File: src/rtl/shift_seq_pkg.sv
// Shared types for the shift-register command sequencer.
//   op_t    : command opcodes (5..7 are NOP)
//   mode_t  : register mode as {l,r}
//   state_t : sequencer FSM states
package shift_seq_pkg;

  localparam int unsigned OP_W    = 3;
  localparam int unsigned MODE_W  = 2;
  localparam int unsigned STATE_W = 2;

  typedef enum logic [OP_W-1:0] {
    OP_LOAD = 3'd0,
    OP_SHU  = 3'd1,
    OP_SHD  = 3'd2,
    OP_ROTU = 3'd3,
    OP_ROTD = 3'd4,
    OP_NOP5 = 3'd5,
    OP_NOP6 = 3'd6,
    OP_NOP7 = 3'd7
  } op_t;

  typedef enum logic [MODE_W-1:0] {
    MODE_HOLD = 2'b00,
    MODE_UP   = 2'b01,
    MODE_DOWN = 2'b10,
    MODE_LOAD = 2'b11
  } mode_t;

  typedef enum logic [STATE_W-1:0] {
    ST_IDLE = 2'd0,
    ST_RUN  = 2'd1,
    ST_DONE = 2'd2
  } state_t;

endpackage

File: src/rtl/shift_seq_if.sv
// Command handshake bus between the command source and the sequencer.
//   cmd_valid/cmd_ready : one command per handshake
//   cmd_op              : operation (op_t)
//   cmd_amount          : number of shift cycles
//   cmd_fill            : serial fill bit for SHU/SHD
//   cmd_data            : load value for LOAD
interface shift_seq_if
  import shift_seq_pkg::*;
#(
  parameter int unsigned W  = 8,
  parameter int unsigned CW = $clog2(W + 1)
) ();

  logic          cmd_valid;
  logic          cmd_ready;
  op_t           cmd_op;
  logic [CW-1:0] cmd_amount;
  logic          cmd_fill;
  logic [W-1:0]  cmd_data;

  modport master (
    output cmd_valid, cmd_op, cmd_amount, cmd_fill, cmd_data,
    input  cmd_ready
  );

  modport slave (
    input  cmd_valid, cmd_op, cmd_amount, cmd_fill, cmd_data,
    output cmd_ready
  );

endinterface

File: src/rtl/shift_seq.sv
// Command sequencer for a W-bit universal shift register.
// Accepts one command per handshake, expands it into RUN cycles that drive
// the register mode {l,r}, serial input i and load data d, then pulses done.
//   clk, nrst      : clock, async active-low reset
//   cmd            : command handshake bus (slave side)
//   q_in           : register contents fed back (used for rotation/ser_out)
//   l, r, i, d     : register mode, serial input, parallel load data
//   ser_out/valid  : bit leaving the register in the current shift cycle
//   busy, done     : not-idle flag, one-cycle completion pulse
module shift_seq
  import shift_seq_pkg::*;
#(
  parameter int unsigned W  = 8,
  parameter int unsigned CW = $clog2(W + 1)
) (
  input  logic         clk,
  input  logic         nrst,
  shift_seq_if.slave   cmd,
  input  logic [W-1:0] q_in,
  output logic         l,
  output logic         r,
  output logic         i,
  output logic [W-1:0] d,
  output logic         ser_out,
  output logic         ser_valid,
  output logic         busy,
  output logic         done
);

  state_t        r_state;
  op_t           r_op;
  logic          r_fill;
  logic [W-1:0]  r_data;
  logic [CW-1:0] r_count;

  state_t        w_state_nxt;
  op_t           w_op_nxt;
  logic          w_fill_nxt;
  logic [W-1:0]  w_data_nxt;
  logic [CW-1:0] w_count_nxt;
  logic [CW-1:0] w_amt_clamp;
  mode_t         w_mode;
  logic          w_ready;

  // Shift amounts beyond the register width are clamped to W cycles
  assign w_amt_clamp = (cmd.cmd_amount > CW'(W)) ? CW'(W) : cmd.cmd_amount;

  // State and command latches
  always_ff @(posedge clk or negedge nrst) begin
    if (!nrst) begin
      r_state <= ST_IDLE;
      r_op    <= OP_NOP5;
      r_fill  <= 1'b0;
      r_data  <= '0;
      r_count <= '0;
    end else begin
      r_state <= w_state_nxt;
      r_op    <= w_op_nxt;
      r_fill  <= w_fill_nxt;
      r_data  <= w_data_nxt;
      r_count <= w_count_nxt;
    end
  end

  // Next-state and mode/serial outputs
  always_comb begin
    w_state_nxt = r_state;
    w_op_nxt    = r_op;
    w_fill_nxt  = r_fill;
    w_data_nxt  = r_data;
    w_count_nxt = r_count;
    w_mode      = MODE_HOLD;
    w_ready     = 1'b0;
    i           = 1'b0;
    d           = '0;
    ser_out     = 1'b0;
    ser_valid   = 1'b0;
    busy        = 1'b1;
    done        = 1'b0;

    case (r_state)
      ST_IDLE: begin
        busy    = 1'b0;
        w_ready = 1'b1;
        if (cmd.cmd_valid) begin
          w_op_nxt   = cmd.cmd_op;
          w_fill_nxt = cmd.cmd_fill;
          w_data_nxt = cmd.cmd_data;
          case (cmd.cmd_op)
            OP_LOAD:                           w_count_nxt = CW'(1);
            OP_SHU, OP_SHD, OP_ROTU, OP_ROTD:  w_count_nxt = w_amt_clamp;
            default:                           w_count_nxt = '0;
          endcase
          w_state_nxt = (w_count_nxt == '0) ? ST_DONE : ST_RUN;
        end
      end

      ST_RUN: begin
        w_count_nxt = r_count - CW'(1);
        if (r_count == CW'(1)) begin
          w_state_nxt = ST_DONE;
        end
        case (r_op)
          OP_LOAD: begin
            w_mode = MODE_LOAD;
            d      = r_data;
          end
          OP_SHU: begin
            w_mode    = MODE_UP;
            i         = r_fill;
            ser_out   = q_in[W-1];
            ser_valid = 1'b1;
          end
          OP_SHD: begin
            w_mode    = MODE_DOWN;
            i         = r_fill;
            ser_out   = q_in[0];
            ser_valid = 1'b1;
          end
          // Rotation feeds the outgoing bit straight back in as the fill
          OP_ROTU: begin
            w_mode    = MODE_UP;
            i         = q_in[W-1];
            ser_out   = q_in[W-1];
            ser_valid = 1'b1;
          end
          OP_ROTD: begin
            w_mode    = MODE_DOWN;
            i         = q_in[0];
            ser_out   = q_in[0];
            ser_valid = 1'b1;
          end
          default: w_mode = MODE_HOLD;
        endcase
      end

      ST_DONE: begin
        done        = 1'b1;
        w_state_nxt = ST_IDLE;
      end

      default: begin
        busy        = 1'b0;
        w_state_nxt = ST_IDLE;
      end
    endcase
  end

  assign {l, r}        = w_mode;
  assign cmd.cmd_ready = w_ready;

endmodule

File: src/flat_wrapper.sv
// flat-port wrapper written by rule: the top's interface ports become plain ports
module shift_seq_flat import shift_seq_pkg::*;
#(
  parameter int unsigned W  = 8,
  parameter int unsigned CW = $clog2(W + 1)
)
  (clk, nrst, q_in, l, r, i, d, ser_out, ser_valid, busy, done, cmd_cmd_valid, cmd_cmd_op, cmd_cmd_amount, cmd_cmd_fill, cmd_cmd_data, cmd_cmd_ready);
  shift_seq_if #(.W(W), .CW(CW)) cmd_i ();
  input  logic clk;
  input  logic nrst;
  input  logic [W-1:0] q_in;
  output logic l;
  output logic r;
  output logic i;
  output logic [W-1:0] d;
  output logic ser_out;
  output logic ser_valid;
  output logic busy;
  output logic done;
  input wire logic [$bits(cmd_i.cmd_valid)-1:0] cmd_cmd_valid;
  input wire logic [$bits(cmd_i.cmd_op)-1:0] cmd_cmd_op;
  input wire logic [$bits(cmd_i.cmd_amount)-1:0] cmd_cmd_amount;
  input wire logic [$bits(cmd_i.cmd_fill)-1:0] cmd_cmd_fill;
  input wire logic [$bits(cmd_i.cmd_data)-1:0] cmd_cmd_data;
  output wire logic [$bits(cmd_i.cmd_ready)-1:0] cmd_cmd_ready;
  assign cmd_i.cmd_valid = cmd_cmd_valid;
  assign cmd_i.cmd_op = cmd_cmd_op;
  assign cmd_i.cmd_amount = cmd_cmd_amount;
  assign cmd_i.cmd_fill = cmd_cmd_fill;
  assign cmd_i.cmd_data = cmd_cmd_data;
  assign cmd_cmd_ready = cmd_i.cmd_ready;
  shift_seq #(.W(W), .CW(CW)) u_core (.clk(clk), .nrst(nrst), .cmd(cmd_i), .q_in(q_in), .l(l), .r(r), .i(i), .d(d), .ser_out(ser_out), .ser_valid(ser_valid), .busy(busy), .done(done));
endmodule
File: config.mk
export PLATFORM = sky130hd
export DESIGN_NAME = shift_seq_flat
export DESIGN_NICKNAME = d
export VERILOG_FILES = /design/src/rtl/shift_seq_pkg.sv /design/src/rtl/shift_seq_if.sv /design/src/rtl/shift_seq.sv /design/src/flat_wrapper.sv
export SDC_FILE = /design/constraint.sdc
export NUM_CORES = 1
export LEC_CHECK = 0
export BUFFER_PORTS_ARGS = -buffer_cell sky130_fd_sc_hd__buf_2
export CAP_MARGIN = 20
export CORE_ASPECT_RATIO = 1.5
export CORE_UTILIZATION = 30
export DETAILED_ROUTE_END_ITERATION = 12
export HOLD_SLACK_MARGIN = 0.03
export SLEW_MARGIN = 20
export SYNTH_ARGS = -nofsm -noshare
export SYNTH_HDL_FRONTEND = slang
export SYNTH_SLANG_ARGS = --single-unit
File: constraint.sdc
create_clock -name clk -period 1.8 [get_ports clk]
set_input_delay 0.09 -clock clk [delete_from_list [all_inputs] [get_ports clk]]
set_output_delay 0.09 -clock clk [all_outputs]
set_load 0.02 [all_outputs]
==> reports/qor.yml <==
setup_path:
  cp-end-kind: "output port"
  crit_type: "reg2out"
  cp_top_family: "simple AND/OR/NAND/NOR gates"
  cp_num_buf_inv: 2
  arrival_ns: 1.61
  start_kind: "flip-flop"
  cp_cell_sequence: "inv_2 > ha_4 > nand2b_1 > nor3_4 > and2_1 > buf_2"
  required_ns: 1.71
  crit_slowest_cell: "dfrtp_1"
  crit_path_max_fanout: 8
  slowest_delay_ns: 0.41
cells_and_area:
  drive_gt1_share_pct: 46.7
  final_util_pct: 40.3
  fin_nets: 183
  antenna_cells: 0
  area_growth_pct: 28.0
routing:
  drt-wirelength-per-cell_um: 13.7
  firstDrtPassIters: 4
  dr_total_vias: 984
  route.detailed.vias_per_inst: 5.10
  wl_um: 2640
  drt_iter0_markers: 16
  antenna_left: 0
  drc_errors: 0
synthesis:
  synth_warnings: 0
  synth_cells: 110
  synth_nets: 142
  avgSynthCellArea_um2: 10.5
  synth_flop_cell: "dfrtp_1"
  synth_area_um2: 1160
  postSynth.asyncResetShare_pct: 100
  yosysSeqAreaShare_pct: 39.1
  ys_ff_latch: 18
  ys_types: 45
  synth_edf_count: 0
clock_tree:
  cts.path.max_buffers: 2
  path_clk_slew_ns: 0.07
  cts_tree: "done"
  clock_latency_ns: 0.25
  cts_buffers: 3
  htree_levels: 1
  cts_root_buf: "clkbuf_8"
  cts_sinks: 18
timing:
  fin_skew_ns: 0.00451
  tightest_slew_ns: 0.401
  min_period_ns: 1.70
  fmax_mhz: 588
  hold_viol: 0
  slew_headroom_pct: 73.2
  rsz0062_at_grt: "no"
  fin_setup_tns_ns: 0
  finalSetupViolCount: 0
  final_max_slew_viol_count: 0
  finalCritPeriodShare_pct: 94.5
floorplan:
  design.core.area_um2: 3680
  top_level_ports: 43
  fp.dieArea_um2: 4120
  die_w_um: 52.8
  fp-row-count: 27
  start_util_pct: 31.5
  die_height_um: 78.2
power:
  pwr_density_cell_nw_per_um2: 1570
  p_leak_nw: 0.684
  power.total_w: 0.00234
  ir_drop_mv: 0.771
placed_design:
  place_congestion: 0.778
  dpl.hpwl_um: 2020
  io_buffers: 36
flow_run:
  maxCapViolations: 0
global_route:
  grt_use_total_pct: 14.4
  grt_start_max_net_pins: 19
  antenna_found_initial: 0
  grt_pass1_wl_um: 4590
  grt-ovfl-total: 0
  grt_pass1_vias: 1101
outcome:
  status: "finished clean"
min_path:
  hp-class: "in2reg"
worst register-to-register path, cell delays in order, from the launching register on:
cell and delay (ns):
dfrtp_1 0.42, inv_1 0.11, ha_1 0.23, nor2b_1 0.38
o31ai_1 0.15, a221o_1 0.28
per-layer routing:
layer | vias up | wire length (µm) | GRT usage (%)
li1 | 478 | - | -
met2 | 29 | 1380 | 25.3
met1 | 473 | 1120 | 16.7
met4 | 0 | 33 | 5.79
met5 | - | 0 | 0
met3 | 4 | 105 | 2.13
cells by family after synthesis:
group / Yosys count / synth area share (%)
multiplexers: 13 / 12.6
flip-flops: 18 / 39.1
buffers and inverters: 12 / 4.21
AO/OA/AOI/OAI: 21 / 14.2
adder cells (fa/ha/maj): 5 / 5.39
XOR/XNOR: 2 / 1.51
AND/OR/NAND/NOR: 39 / 23.0
layout make-up:
cell class	count	area (µm²)
tap	43	53.8
inverter	7	26.3
multi-input combinational	80	677
timing repair buffer	41	220
sequential	18	453
clock buffer	4	55.1
fill	359	2200
cell usage in the layout (no fill, tap or decap), types with 2 or more instances in the layout:
master / n
buf_2: 36
dfrtp_1: 16
mux2_2: 13
and2_1: 8
inv_1: 5
nor2_1: 5
ha_1: 4
clkbuf_8: 4
buf_4: 4
nand2b_1: 3
a21oi_1: 3
nand3b_1: 3
nand3_1: 3
inv_2: 2
nor3_4: 2
a211oi_1: 2
xor2_1: 2
nor2b_1: 2
a221o_1: 2
o21ai_0: 2
nand2_1: 2
dfstp_2: 2
state kept, by name, summed over array words and instances (netlist names):
signal,flops
u_core.r_op,3
u_core.r_state,2
u_core.r_data,8
u_core.r_count,4
u_core.r_fill,1
path summary, 6_finish.rpt:
check	from	end	slack, ns	cells after the start
min in group asynchronous	nrst	u_core.r_data[2]	0.29	2
worst min register to register	u_core.r_data[0]	u_core.r_data[0]	0.50	1
worst max register to register	u_core.r_state[0]	u_core.r_count[3]	0.11	5
worst max-delay path	u_core.r_state[1]	d[3]	0.1	6
worst min-delay path	cmd_cmd_data[2]	u_core.r_data[2]	0.07	2
max in group asynchronous	nrst	u_core.r_op[2]	1.19	2
power by group:
part	switching (W)	internal [W]
Clock	0.000131	0.000194
Sequential	0.000211	0.000626
Combinational	0.000598	0.000579
Total	0.000940	0.00140
Yosys cell counts, types with 2 or more instances:
library cell / instances / share of area (%)
inv_1: 6 / 1.9
a21oi_1: 3 / 1.3
nand2b_1: 3 / 1.6
ha_1: 5 / 5.4
clkbuf_1: 2 / 0.65
nand2_1: 2 / 0.65
buf_2: 3 / 1.3
a221o_1: 2 / 1.7
dfstp_2: 2 / 4.5
nor2_1: 5 / 1.6
xor2_1: 2 / 1.5
dfrtp_1: 16 / 35
o21ai_0: 2 / 0.86
nor2b_1: 2 / 1.1
mux2_2: 13 / 13
nand3_1: 3 / 1.3
nand3b_1: 3 / 1.9
and2_1: 8 / 4.3
a211oi_1: 2 / 1.3
per-stage QoR:
| step | setup WS [ns] | area [µm²] | hold slack [ns] | instances |
|---|---|---|---|---|
| final | 0.0992 | 1490 | 0.0661 | 193 |
| after CTS | 0.00587 | 1480 | 0.0620 | 192 |
| after detailed placement | 0.167 | 1390 | 0.0451 | 187 |
| after floorplan | 0.185 | 1160 | -0.206 | 110 |
| after global routing | 0.0117 | 1490 | 0.0580 | 193 |
| after global placement | 0.195 | 1390 | 0.0349 | 187 |
what timing repair did:
item	in CTS	in global routing
buffers inserted	0	1
pin swaps	1	1
resized for setup	3	1
setup endpoints to repair	8	8
endpoints found under the hold margin	16	0
hold buffers	1	0
Power figures use the tool's default switching activity.
